--- config.mk ---
export PLATFORM = sky130hd
export DESIGN_NAME = ps2_receiver_flat
export DESIGN_NICKNAME = d
export VERILOG_FILES = /design/src/rtl/ps2_receiver_if.sv /design/src/rtl/ps2_receiver.sv /design/src/flat_wrapper.sv
export SDC_FILE = /design/constraint.sdc
export NUM_CORES = 1
export LEC_CHECK = 0
export ABC_AREA = 1
export BUFFER_PORTS_ARGS = -buffer_cell sky130_fd_sc_hd__buf_4
export CAP_MARGIN = 0
export CORE_MARGIN = 2
export CORE_UTILIZATION = 45
export DETAILED_ROUTE_END_ITERATION = 8
export SLEW_MARGIN = 10
export SYNTH_ARGS = -nofsm -noshare
export SYNTH_HDL_FRONTEND = slang
export SYNTH_SLANG_ARGS = --single-unit
--- constraint.sdc ---
create_clock -name clk -period 1.54 [get_ports clk]
set_clock_uncertainty 0.15 [all_clocks]
set_input_delay 0.231 -clock clk [delete_from_list [all_inputs] [get_ports clk]]
set_output_delay 0.231 -clock clk [all_outputs]
set_load 0.05 [all_outputs]
--- src/rtl/ps2_receiver_if.sv ---
// Decoded-keyboard output bundle of ps2_receiver.
// The receiver drives it through the master modport; consumers read it through slave.
`timescale 1ns/1ps
interface ps2_receiver_if;
  logic [7:0] scan_code;
  logic       scan_valid;
  logic       is_break;
  logic       is_extended;
  logic       frame_err;
  logic       busy;

  modport master (
    output scan_code, scan_valid, is_break, is_extended, frame_err, busy
  );

  modport slave (
    input scan_code, scan_valid, is_break, is_extended, frame_err, busy
  );
endinterface

--- src/rtl/ps2_receiver.sv ---
// PS/2 device-to-host receiver: synchronizes and deglitches the PS/2 lines, then
// decodes 11-bit frames into scan codes with break (F0) and extended (E0) flags.
`timescale 1ns/1ps
module ps2_receiver #(
  parameter int unsigned SYNC_STAGES    = 2,
  parameter int unsigned FILTER_LEN     = 8,
  parameter int unsigned TIMEOUT_CYCLES = 50000
) (
  input  logic           clk,
  input  logic           reset,
  input  logic           ps2_clk,
  input  logic           ps2_data,
  ps2_receiver_if.master kbd
);
  localparam int FW = $clog2(FILTER_LEN + 1);
  localparam int TW = $clog2(TIMEOUT_CYCLES + 1);

  typedef enum logic [1:0] {IDLE, DATA, PARITY, STOP} state_t;

  logic [SYNC_STAGES-1:0] clk_sync_q, clk_sync_d, data_sync_q, data_sync_d;
  logic                   filt_clk_q, filt_clk_d, filt_prev_q, filt_prev_d;
  logic [FW-1:0]          filt_cnt_q, filt_cnt_d;
  state_t                 state_q, state_d;
  logic [2:0]             bit_cnt_q, bit_cnt_d;
  logic [7:0]             shift_q, shift_d;
  logic                   par_ok_q, par_ok_d;
  logic [TW-1:0]          tmo_q, tmo_d;
  logic                   brk_q, brk_d, ext_q, ext_d;
  logic [7:0]             scan_code_q, scan_code_d;
  logic                   scan_valid_q, scan_valid_d;
  logic                   is_break_q, is_break_d, is_ext_q, is_ext_d;
  logic                   frame_err_q, frame_err_d;
  logic                   clk_s, data_s, fe;

  assign clk_s  = clk_sync_q[SYNC_STAGES-1];
  assign data_s = data_sync_q[SYNC_STAGES-1];
  assign fe     = filt_prev_q & ~filt_clk_q;

  always_comb begin
    clk_sync_d  = {clk_sync_q[SYNC_STAGES-2:0], ps2_clk};
    data_sync_d = {data_sync_q[SYNC_STAGES-2:0], ps2_data};
    filt_prev_d = filt_clk_q;
    filt_clk_d  = filt_clk_q;
    // Count consecutive samples that disagree with the filtered level.
    if (clk_s == filt_clk_q) begin
      filt_cnt_d = '0;
    end else if (filt_cnt_q == FW'(FILTER_LEN - 1)) begin
      filt_clk_d = clk_s;
      filt_cnt_d = '0;
    end else begin
      filt_cnt_d = filt_cnt_q + 1'b1;
    end
  end

  always_comb begin
    state_d      = state_q;
    bit_cnt_d    = bit_cnt_q;
    shift_d      = shift_q;
    par_ok_d     = par_ok_q;
    tmo_d        = tmo_q;
    brk_d        = brk_q;
    ext_d        = ext_q;
    scan_code_d  = scan_code_q;
    is_break_d   = is_break_q;
    is_ext_d     = is_ext_q;
    scan_valid_d = 1'b0;
    frame_err_d  = 1'b0;
    if (fe) begin
      tmo_d = '0;
      unique case (state_q)
        IDLE: if (!data_s) begin
          state_d   = DATA;
          bit_cnt_d = '0;
        end
        DATA: begin
          shift_d = {data_s, shift_q[7:1]};
          if (bit_cnt_q == 3'd7) state_d = PARITY;
          else                   bit_cnt_d = bit_cnt_q + 1'b1;
        end
        PARITY: begin
          par_ok_d = ^{shift_q, data_s};
          state_d  = STOP;
        end
        STOP: begin
          state_d = IDLE;
          if (par_ok_q && data_s) begin
            if (shift_q == 8'hE0) begin
              ext_d = 1'b1;
            end else if (shift_q == 8'hF0) begin
              brk_d = 1'b1;
            end else begin
              scan_code_d  = shift_q;
              is_break_d   = brk_q;
              is_ext_d     = ext_q;
              scan_valid_d = 1'b1;
              brk_d        = 1'b0;
              ext_d        = 1'b0;
            end
          end else begin
            frame_err_d = 1'b1;
            brk_d       = 1'b0;
            ext_d       = 1'b0;
          end
        end
        default: state_d = IDLE;
      endcase
    end else if (state_q == IDLE) begin
      tmo_d = '0;
    end else if (tmo_q == TW'(TIMEOUT_CYCLES - 1)) begin
      state_d     = IDLE;
      frame_err_d = 1'b1;
      brk_d       = 1'b0;
      ext_d       = 1'b0;
      tmo_d       = '0;
    end else begin
      tmo_d = tmo_q + 1'b1;
    end
  end

  // Synchronizer and filter preload high so releasing reset never fakes an edge.
  always_ff @(posedge clk or negedge reset) begin
    if (!reset) begin
      clk_sync_q   <= '1;
      data_sync_q  <= '1;
      filt_clk_q   <= 1'b1;
      filt_prev_q  <= 1'b1;
      filt_cnt_q   <= '0;
      state_q      <= IDLE;
      bit_cnt_q    <= '0;
      shift_q      <= '0;
      par_ok_q     <= 1'b0;
      tmo_q        <= '0;
      brk_q        <= 1'b0;
      ext_q        <= 1'b0;
      scan_code_q  <= '0;
      scan_valid_q <= 1'b0;
      is_break_q   <= 1'b0;
      is_ext_q     <= 1'b0;
      frame_err_q  <= 1'b0;
    end else begin
      clk_sync_q   <= clk_sync_d;
      data_sync_q  <= data_sync_d;
      filt_clk_q   <= filt_clk_d;
      filt_prev_q  <= filt_prev_d;
      filt_cnt_q   <= filt_cnt_d;
      state_q      <= state_d;
      bit_cnt_q    <= bit_cnt_d;
      shift_q      <= shift_d;
      par_ok_q     <= par_ok_d;
      tmo_q        <= tmo_d;
      brk_q        <= brk_d;
      ext_q        <= ext_d;
      scan_code_q  <= scan_code_d;
      scan_valid_q <= scan_valid_d;
      is_break_q   <= is_break_d;
      is_ext_q     <= is_ext_d;
      frame_err_q  <= frame_err_d;
    end
  end

  assign kbd.scan_code   = scan_code_q;
  assign kbd.scan_valid  = scan_valid_q;
  assign kbd.is_break    = is_break_q;
  assign kbd.is_extended = is_ext_q;
  assign kbd.frame_err   = frame_err_q;
  assign kbd.busy        = (state_q != IDLE);
endmodule

--- src/flat_wrapper.sv ---
// flat-port wrapper written by rule: the top's interface ports become plain ports
module ps2_receiver_flat 
#(
  parameter int unsigned SYNC_STAGES    = 2,
  parameter int unsigned FILTER_LEN     = 8,
  parameter int unsigned TIMEOUT_CYCLES = 50000
)
  (clk, reset, ps2_clk, ps2_data, kbd_scan_code, kbd_scan_valid, kbd_is_break, kbd_is_extended, kbd_frame_err, kbd_busy);
  ps2_receiver_if kbd_i ();
  input  logic clk;
  input  logic reset;
  input  logic ps2_clk;
  input  logic ps2_data;
  output wire logic [$bits(kbd_i.scan_code)-1:0] kbd_scan_code;
  output wire logic [$bits(kbd_i.scan_valid)-1:0] kbd_scan_valid;
  output wire logic [$bits(kbd_i.is_break)-1:0] kbd_is_break;
  output wire logic [$bits(kbd_i.is_extended)-1:0] kbd_is_extended;
  output wire logic [$bits(kbd_i.frame_err)-1:0] kbd_frame_err;
  output wire logic [$bits(kbd_i.busy)-1:0] kbd_busy;
  assign kbd_scan_code = kbd_i.scan_code;
  assign kbd_scan_valid = kbd_i.scan_valid;
  assign kbd_is_break = kbd_i.is_break;
  assign kbd_is_extended = kbd_i.is_extended;
  assign kbd_frame_err = kbd_i.frame_err;
  assign kbd_busy = kbd_i.busy;
  ps2_receiver #(.SYNC_STAGES(SYNC_STAGES), .FILTER_LEN(FILTER_LEN), .TIMEOUT_CYCLES(TIMEOUT_CYCLES)) u_core (.clk(clk), .reset(reset), .ps2_clk(ps2_clk), .ps2_data(ps2_data), .kbd(kbd_i));
endmodule
==> flow_results.xml, run 1 <==
<?xml version="1.0" encoding="UTF-8"?>
<metrics>
  <group name="outcome">
    <metric name="outcome" unit="">finished with violations</metric>
    <metric name="violated_checks" unit="">setup timing</metric>
  </group>
  <group name="timing">
    <metric name="final-setup-viol-count" unit="">29</metric>
    <metric name="rsz0062_at_grt" unit="">yes</metric>
    <metric name="finalHoldWorstSlack" unit="ps">209</metric>
    <metric name="min_period_over_period" unit="">1.07</metric>
    <metric name="timing_max_transition_violations_final" unit="">0</metric>
    <metric name="number_of_failing_hold_endpoints_at_the_final_stage" unit="">0</metric>
    <metric name="worst-slew-pin-transition" unit="ps">370</metric>
    <metric name="timing.slew.headroom" unit="">0.753</metric>
    <metric name="fmaxAchievable" unit="MHz">605</metric>
    <metric name="finalWorstPathRequiredPeriod" unit="ps">1650</metric>
    <metric name="final_critical_path_setup_slack" unit="ps">-112</metric>
  </group>
  <group name="critical_path">
    <metric name="criticalPathCategory" unit="">reg -&gt; out</metric>
    <metric name="crit_end_category" unit="">output port</metric>
    <metric name="critPathLaunchType" unit="">register</metric>
    <metric name="timing.critical_path.slowest_stage_cell" unit="">sky130_fd_sc_hd__dfrtp_1</metric>
    <metric name="cp.buffers_inverters" unit="">3</metric>
    <metric name="ordered_cell_list_for_the_critical_path" unit="">inv_2, ha_4, clkinvlp_4, buf_6</metric>
    <metric name="critPathTopFamily" unit="">flip-flops</metric>
    <metric name="worst-endpoint-required" unit="ps">1160</metric>
    <metric name="cp_data_arrival_time" unit="ps">1270</metric>
    <metric name="critPathMaxFanout" unit="">4</metric>
    <metric name="worst_path_largest_cell_delay" unit="ps">440</metric>
  </group>
  <group name="place">
    <metric name="dpl_worst_slack" unit="ps">-127</metric>
    <metric name="detailed_place_hpwl" unit="mm">3.72</metric>
    <metric name="globalplace.congestion" unit="">0.871</metric>
    <metric name="io_buffers" unit="">16</metric>
  </group>
  <group name="synth">
    <metric name="yosysTopAreaCell" unit="">sky130_fd_sc_hd__dfrtp_1</metric>
    <metric name="ys_types" unit="">33</metric>
    <metric name="combined_area_of_all_synthesized_cells" unit="sq mm">0.00277</metric>
    <metric name="share_of_the_yosys_chip_area_belonging_to_registers" unit="">0.491</metric>
    <metric name="count_of_flip_flops_with_a_built_in_enable_after_synthesis" unit="">0</metric>
    <metric name="postSynthRegisterBits" unit="">54</metric>
    <metric name="netlist_instances" unit="">329</metric>
    <metric name="synth_ff_type" unit="">sky130_fd_sc_hd__dfrtp_1</metric>
    <metric name="synthesis.nets" unit="">341</metric>
    <metric name="synthesis.yosys.warnings" unit="">0</metric>
    <metric name="synth_top_cell_area_share" unit="">0.434</metric>
    <metric name="synth_async_sr_flop_share" unit="">1.00</metric>
    <metric name="netlist_top_cells_area" unit="">sky130_fd_sc_hd__dfrtp_1 (43%), sky130_fd_sc_hd__nand2_1 (13%), sky130_fd_sc_hd__dfstp_2 (5.7%), sky130_fd_sc_hd__inv_1 (5.3%), sky130_fd_sc_hd__nor2_1 (4.5%)</metric>
    <metric name="syn_area_per_cell" unit="sq um">8.42</metric>
  </group>
  <group name="finish">
    <metric name="fill_cells" unit="">501</metric>
    <metric name="syn2layout_area_growth" unit="%">36.4</metric>
    <metric name="layout.cells.most_common_list" unit="">sky130_fd_sc_hd__nand2_1 (66), sky130_fd_sc_hd__buf_4 (46), sky130_fd_sc_hd__dfrtp_1 (45), sky130_fd_sc_hd__nor2_1 (29), sky130_fd_sc_hd__nand2_2 (28)</metric>
    <metric name="layout_commonest_cell" unit="">sky130_fd_sc_hd__nand2_1</metric>
    <metric name="combined_flip_flop_and_latch_cell_area" unit="sq mm">0.00136</metric>
    <metric name="post_route_cells_drive_above_1_share" unit="">0.455</metric>
    <metric name="num_antenna_cells" unit="">0</metric>
    <metric name="multi_input_area" unit="sq mm">0.00152</metric>
    <metric name="fin_nets" unit="">409</metric>
  </group>
  <group name="global_routing">
    <metric name="overflow" unit="">0</metric>
    <metric name="total_routing_usage_reported_by_global_routing" unit="">0.176</metric>
    <metric name="global_route_wire_length_before_repair" unit="mm">9.15</metric>
    <metric name="grt_pass1_vias" unit="">2116</metric>
    <metric name="grt_antenna_before_repair" unit="">0</metric>
    <metric name="grt_start_max_net_pins" unit="">29</metric>
  </group>
  <group name="floorplanning">
    <metric name="design.portCount" unit="">17</metric>
    <metric name="floorplan.rows" unit="">28</metric>
    <metric name="floorplan.die.width" unit="um">82.5</metric>
    <metric name="die-area" unit="sq mm">0.00680</metric>
    <metric name="fp.coreArea" unit="sq mm">0.00592</metric>
    <metric name="start_util" unit="">0.468</metric>
    <metric name="die_height" unit="um">82.5</metric>
  </group>
  <group name="routing">
    <metric name="antenna_violating_nets_post_route" unit="">0</metric>
    <metric name="drt_iter0_drc" unit="">65</metric>
    <metric name="num_vias" unit="">2280</metric>
    <metric name="detailed_routing_iterations_pass_1" unit="">4</metric>
    <metric name="drcViolationCount" unit="">0</metric>
    <metric name="detail_route.wl_per_cell" unit="um">11.7</metric>
    <metric name="post_drt_via_cell_ratio" unit="">4.82</metric>
    <metric name="drt_wl_total" unit="mm">5.52</metric>
  </group>
  <group name="clock_tree">
    <metric name="htree_num_levels" unit="">2</metric>
    <metric name="cts_tree" unit="">built</metric>
    <metric name="clock_sinks" unit="">54</metric>
    <metric name="clock_tree.root_cell" unit="">sky130_fd_sc_hd__clkbuf_8</metric>
    <metric name="cts_made_buffers" unit="">5</metric>
    <metric name="path_clk_slew" unit="ps">90</metric>
    <metric name="clk_latency" unit="ps">300</metric>
    <metric name="clockBufferDepth" unit="">2</metric>
  </group>
  <group name="power">
    <metric name="pwr_density" unit="mW/mm^2">760</metric>
    <metric name="power" unit="mW">2.87</metric>
    <metric name="irDropWorstVdd" unit="uV">640</metric>
    <metric name="cellLeakagePower" unit="nW">1.74</metric>
  </group>
  <group name="min_path">
    <metric name="worst_hold_path_class" unit="">reg -&gt; reg</metric>
  </group>
  <group name="flow_run">
    <metric name="maxCapViolCount" unit="">0</metric>
  </group>
</metrics>
-- where the power goes --
group	switching, mW	internal (mW)
Sequential	0.0451	1.50
Combinational	0.295	0.227
Clock	0.443	0.364
Total	0.782	2.09
-- routing by layer --
| metal | GRT usage | wire length, um | part of all wire |
|---|---|---|---|
| met1 | 0.209 | 2410 | 0.44 |
| met2 | 0.324 | 2940 | 0.53 |
| met3 | 0.0359 | 139 | 0.025 |
| met4 | 0.0417 | 30 | 0.0054 |
| met5 | 0 | 0 | 0 |
-- area by class of cell --
cell class              instances  area share
clock buffers                   7      0.0229
well taps                      75      0.0248
repair buffers                 61       0.140
clock inverters                 1     0.00132
multi-input cells             230       0.403
inverters                      45      0.0470
flip-flops and latches         54       0.361
-- flip-flops by register name, indices dropped and copies added, names as in the netlist --
name                    cells
u_core.kbd.frame_err        1
u_core.kbd.scan_code        8
u_core.brk_q                1
u_core.kbd.is_extended      1
u_core.bit_cnt_q            3
u_core.state_q              2
u_core.filt_prev_q          1
u_core.clk_sync_q           2
u_core.ext_q                1
u_core.tmo_q               16
u_core.par_ok_q             1
u_core.filt_clk_q           1
u_core.data_sync_q          2
u_core.kbd.scan_valid       1
u_core.shift_q              8
u_core.filt_cnt_q           4
u_core.kbd.is_break         1
-- per-stage QoR --
step / cell area, sq um / setup TNS [ps] / std cells / util
after floorplan: 2790 / -46.4 / 329 / -
after global placement: 3210 / -1010 / 448 / 0.542
after detailed placement: 3210 / -1810 / 448 / 0.542
after CTS: 3530 / -975 / 468 / 0.596
after global routing: 3780 / -4240 / 473 / 0.638
final: 3780 / -832 / 473 / 0.638
-- cell families after synthesis --
logic type / after synthesis / synth area share
XOR/XNOR: 5 / 0.0158
AND/OR/NAND/NOR: 180 / 0.304
adder cells (fa/ha/maj): 8 / 0.0361
flip-flops: 54 / 0.491
AO/OA/AOI/OAI: 33 / 0.0750
multiplexers: 1 / 0.00406
buffers and inverters: 48 / 0.0750
-- path summary, 6_finish.rpt --
| path | startpoint | end | slack [ps] | cells after the start |
|---|---|---|---|---|
| max in group asynchronous | reset | u_core.clk_sync_q[0] | 460 | 3 |
| worst max-delay path | u_core.state_q[0] | kbd_busy | -110 | 4 |
| worst max register to register | u_core.tmo_q[0] | u_core.tmo_q[15] | -70 | 10 |
| min in group asynchronous | reset | u_core.kbd.is_extended | 230 | 2 |
| worst min-delay path | u_core.data_sync_q[0] | u_core.data_sync_q[1] | 210 | 0 |
| worst min register to register | u_core.data_sync_q[0] | u_core.data_sync_q[1] | 210 | 0 |
-- what timing repair did --
action                                  in CTS  in global routing
hold endpoints to repair                    28                  0
endpoints found under the setup margin      31                 44
buffers inserted                             6                  4
gates resized for setup                     33                 74
cloned                                       3                  1
pin swaps                                    8                 29
hold buffers                                 3                  0
-- worst reg2reg max path, stage by stage, from the launching register on --
cell and delay, ps:
sky130_fd_sc_hd__dfrtp_1 360, sky130_fd_sc_hd__buf_4 110, sky130_fd_sc_hd__buf_4 90, sky130_fd_sc_hd__nand3_1 110, sky130_fd_sc_hd__nor2_2 190, sky130_fd_sc_hd__nand3_2 100
sky130_fd_sc_hd__inv_2 80, sky130_fd_sc_hd__nand2_2 80, sky130_fd_sc_hd__o21ai_1 120, sky130_fd_sc_hd__nand2_1 60, sky130_fd_sc_hd__nor2_1 100
-- Yosys cell counts (all sizes together) (3+ instances only) --
master / n
xnor2: 4
nand4: 3
nor3b: 3
nor3: 9
nor2: 44
dfstp: 6
nand2: 102
nand3: 18
buf: 3
a21oi: 4
ha: 8
o21ai: 25
dfrtp: 48
inv: 45
(Power assumes the default switching activity.)
==> run 2: changes to the inputs <==
--- a/config.mk
+++ b/config.mk
@@ -11,6 +11,7 @@
 export CORE_MARGIN = 2
 export CORE_UTILIZATION = 45
 export DETAILED_ROUTE_END_ITERATION = 8
+export PLACE_DENSITY = 0.68
 export SLEW_MARGIN = 10
 export SYNTH_ARGS = -nofsm -noshare
 export SYNTH_HDL_FRONTEND = slang
==> flow_results.xml, run 2 (synthesis results as in run 1) <==
<?xml version="1.0" encoding="UTF-8"?>
<metrics>
  <group name="finish">
    <metric name="regMostFlops" unit="">u_core.tmo_q</metric>
    <metric name="postLayoutCoreUtil" unit="">0.650</metric>
    <metric name="num_antenna_cells" unit="">0</metric>
    <metric name="post_route_cells_drive_above_1_share" unit="">0.457</metric>
    <metric name="multi_input_area" unit="sq mm">0.00153</metric>
    <metric name="syn2layout_area_growth" unit="%">39.0</metric>
    <metric name="largest_reg_flops" unit="">16</metric>
    <metric name="fill_cells" unit="">475</metric>
    <metric name="layout.cells.most_common_list" unit="">sky130_fd_sc_hd__nand2_1 (68), sky130_fd_sc_hd__buf_4 (54), sky130_fd_sc_hd__dfrtp_1 (47), sky130_fd_sc_hd__nor2_1 (28), sky130_fd_sc_hd__nand2_2 (26)</metric>
    <metric name="post-route-cell-area" unit="sq mm">0.00385</metric>
    <metric name="fin_nets" unit="">416</metric>
    <metric name="layout_commonest_cell" unit="">sky130_fd_sc_hd__nand2_1</metric>
    <metric name="combined_flip_flop_and_latch_cell_area" unit="sq mm">0.00136</metric>
  </group>
  <group name="min_path">
    <metric name="cells_on_worst_hold_path" unit="">0</metric>
    <metric name="worst_hold_path_class" unit="">reg -&gt; reg</metric>
  </group>
  <group name="floorplanning">
    <metric name="floorplan.die.width" unit="um">82.5</metric>
    <metric name="fp.coreArea" unit="sq mm">0.00592</metric>
    <metric name="design.portCount" unit="">17</metric>
    <metric name="die_height" unit="um">82.5</metric>
    <metric name="floorplan.rows" unit="">28</metric>
    <metric name="start_util" unit="">0.468</metric>
    <metric name="die-area" unit="sq mm">0.00680</metric>
  </group>
  <group name="global_routing">
    <metric name="grt_antenna_before_repair" unit="">0</metric>
    <metric name="overflow" unit="">0</metric>
    <metric name="grt_start_max_net_pins" unit="">55</metric>
    <metric name="total_routing_usage_reported_by_global_routing" unit="">0.177</metric>
    <metric name="grt_pass1_vias" unit="">2244</metric>
    <metric name="global_route_wire_length_before_repair" unit="mm">9.48</metric>
  </group>
  <group name="critical_path">
    <metric name="critPathLaunchType" unit="">register</metric>
    <metric name="crit_end_category" unit="">output port</metric>
    <metric name="ordered_cell_list_for_the_critical_path" unit="">inv_2, ha_4, clkinvlp_4, buf_8</metric>
    <metric name="critPathTopFamily" unit="">flip-flops</metric>
    <metric name="cp_data_arrival_time" unit="ps">1250</metric>
    <metric name="critical_path.endpoint" unit="">kbd_busy</metric>
    <metric name="timing.critical_path.slowest_stage_cell" unit="">sky130_fd_sc_hd__dfrtp_1</metric>
    <metric name="cp.buffers_inverters" unit="">3</metric>
    <metric name="timing.reg2reg.worst_path_depth" unit="">9</metric>
    <metric name="criticalPathCategory" unit="">reg -&gt; out</metric>
    <metric name="worst-endpoint-required" unit="ps">1160</metric>
    <metric name="worstReg2RegStart" unit="">u_core.tmo_q[0]</metric>
    <metric name="timing.reg2reg.setup_slack" unit="ps">-50</metric>
    <metric name="critPathMaxFanout" unit="">3</metric>
    <metric name="reg2reg_to" unit="">u_core.tmo_q[4]</metric>
    <metric name="critPathLaunch" unit="">u_core.state_q[0]</metric>
    <metric name="timing.critical_path.depth" unit="">4</metric>
    <metric name="worst_path_largest_cell_delay" unit="ps">430</metric>
  </group>
  <group name="clock_tree">
    <metric name="htree_num_levels" unit="">2</metric>
    <metric name="clockBufferDepth" unit="">2</metric>
    <metric name="clk_latency" unit="ps">300</metric>
    <metric name="cts_tree" unit="">built</metric>
    <metric name="clock_tree.root_cell" unit="">sky130_fd_sc_hd__clkbuf_8</metric>
    <metric name="clock_sinks" unit="">54</metric>
    <metric name="path_clk_slew" unit="ps">90</metric>
    <metric name="cts_made_buffers" unit="">5</metric>
  </group>
  <group name="outcome">
    <metric name="outcome" unit="">finished with violations</metric>
    <metric name="violated_checks" unit="">setup timing</metric>
  </group>
  <group name="place">
    <metric name="dpl_worst_slack" unit="ps">-133</metric>
    <metric name="globalplace.congestion" unit="">0.861</metric>
    <metric name="dpl_cell_area" unit="sq mm">0.00320</metric>
    <metric name="detailed_place_hpwl" unit="mm">3.61</metric>
    <metric name="io_buffers" unit="">16</metric>
  </group>
  <group name="power">
    <metric name="irDropWorstVdd" unit="uV">585</metric>
    <metric name="cellLeakagePower" unit="nW">1.78</metric>
    <metric name="power.switching" unit="uW">787</metric>
    <metric name="pwr_density" unit="mW/mm^2">741</metric>
    <metric name="power_frac_clock" unit="">0.265</metric>
    <metric name="power" unit="mW">2.85</metric>
    <metric name="switching_share" unit="">0.276</metric>
    <metric name="power_frac_seq" unit="">0.540</metric>
    <metric name="power.internal" unit="mW">2.07</metric>
    <metric name="power.share.combinational" unit="">0.195</metric>
  </group>
  <group name="routing">
    <metric name="drt_wl_total" unit="mm">5.83</metric>
    <metric name="num_vias" unit="">2365</metric>
    <metric name="detail_route.wl_per_cell" unit="um">12.2</metric>
    <metric name="post_drt_via_cell_ratio" unit="">4.93</metric>
    <metric name="detailed_routing_iterations_pass_1" unit="">4</metric>
    <metric name="antenna_violating_nets_post_route" unit="">0</metric>
    <metric name="drt_iter0_drc" unit="">77</metric>
    <metric name="drcViolationCount" unit="">0</metric>
  </group>
  <group name="timing">
    <metric name="min_period_over_period" unit="">1.06</metric>
    <metric name="timing.slew.headroom" unit="">0.802</metric>
    <metric name="worst-slew-pin-transition" unit="ps">297</metric>
    <metric name="number_of_failing_hold_endpoints_at_the_final_stage" unit="">0</metric>
    <metric name="setup_tns" unit="ps">-573</metric>
    <metric name="final_critical_path_setup_slack" unit="ps">-90.3</metric>
    <metric name="finalWorstPathRequiredPeriod" unit="ps">1630</metric>
    <metric name="final-setup-viol-count" unit="">20</metric>
    <metric name="fmaxAchievable" unit="MHz">613</metric>
    <metric name="timing_max_transition_violations_final" unit="">0</metric>
    <metric name="rsz0062_at_grt" unit="">yes</metric>
  </group>
  <group name="flow_run">
    <metric name="maxCapViolCount" unit="">0</metric>
  </group>
</metrics>
==> run 2: metal layers <==
metal	wire, um	share of wire	vias to the layer above	track usage
li1	-	-	1185	-
met5	0	0	-	0
met3	103	0.018	4	0.0326
met4	38	0.0065	0	0.0383
met2	3190	0.55	19	0.332
met1	2510	0.43	1157	0.210
==> run 2: worst register-to-register path, cell delays in order (launching register included) <==
cell                      delay, ps
sky130_fd_sc_hd__dfrtp_1        360
sky130_fd_sc_hd__ha_2           190
sky130_fd_sc_hd__nand2_2         70
sky130_fd_sc_hd__nor2_4         100
sky130_fd_sc_hd__inv_2           60
sky130_fd_sc_hd__buf_4          130
sky130_fd_sc_hd__buf_4          120
sky130_fd_sc_hd__buf_4          120
sky130_fd_sc_hd__buf_4          120
sky130_fd_sc_hd__a21oi_2        100
==> run 2: how the worst min path moves through the flow <==
stage | slack, ps | from | to
after floorplan | -210 | reset | u_core.bit_cnt_q[0]
after global placement | 80 | reset | u_core.kbd.scan_code[6]
after detailed placement | 90 | reset | u_core.kbd.scan_code[5]
after CTS | 210 | u_core.data_sync_q[0] | u_core.data_sync_q[1]
after global routing | 210 | u_core.clk_sync_q[0] | u_core.clk_sync_q[1]
final | 210 | u_core.clk_sync_q[0] | u_core.clk_sync_q[1]
==> run 2: timing repair <==
| action | CTS | global route |
|---|---|---|
| gates resized for setup | 41 | 67 |
| endpoints found under the setup margin | 29 | 43 |
| gates cloned | 2 | 1 |
| pin swaps | 11 | 28 |
| buffers inserted | 10 | 11 |
| hold endpoints to repair | 50 | 0 |
| hold buffers | 3 | 0 |
==> run 2: cell type report <==
class,count,share of cell area
Clock buffer,8,0.0208
Inverter,45,0.0461
Multi-Input combinational cell,229,0.397
Sequential cell,54,0.353
Tap cell,75,0.0244
Timing Repair Buffer,69,0.158
==> run 2: through the flow <==
step,hold WS (ps),std cells
after floorplan,-215,329
after global placement,82.4,445
after detailed placement,85.3,445
after CTS,211,468
after global routing,212,480
final,210,480
==> run 2: power by group through the flow <==
stage               Clock [mW]  Combinational, mW  Sequential (mW)
floorplan                    0              0.292             1.56
global placement             0              0.475             1.56
detailed placement           0              0.485             1.56
CTS                      0.774              0.527             1.54
global route             0.831              0.616             1.55
finish                   0.756              0.557             1.54
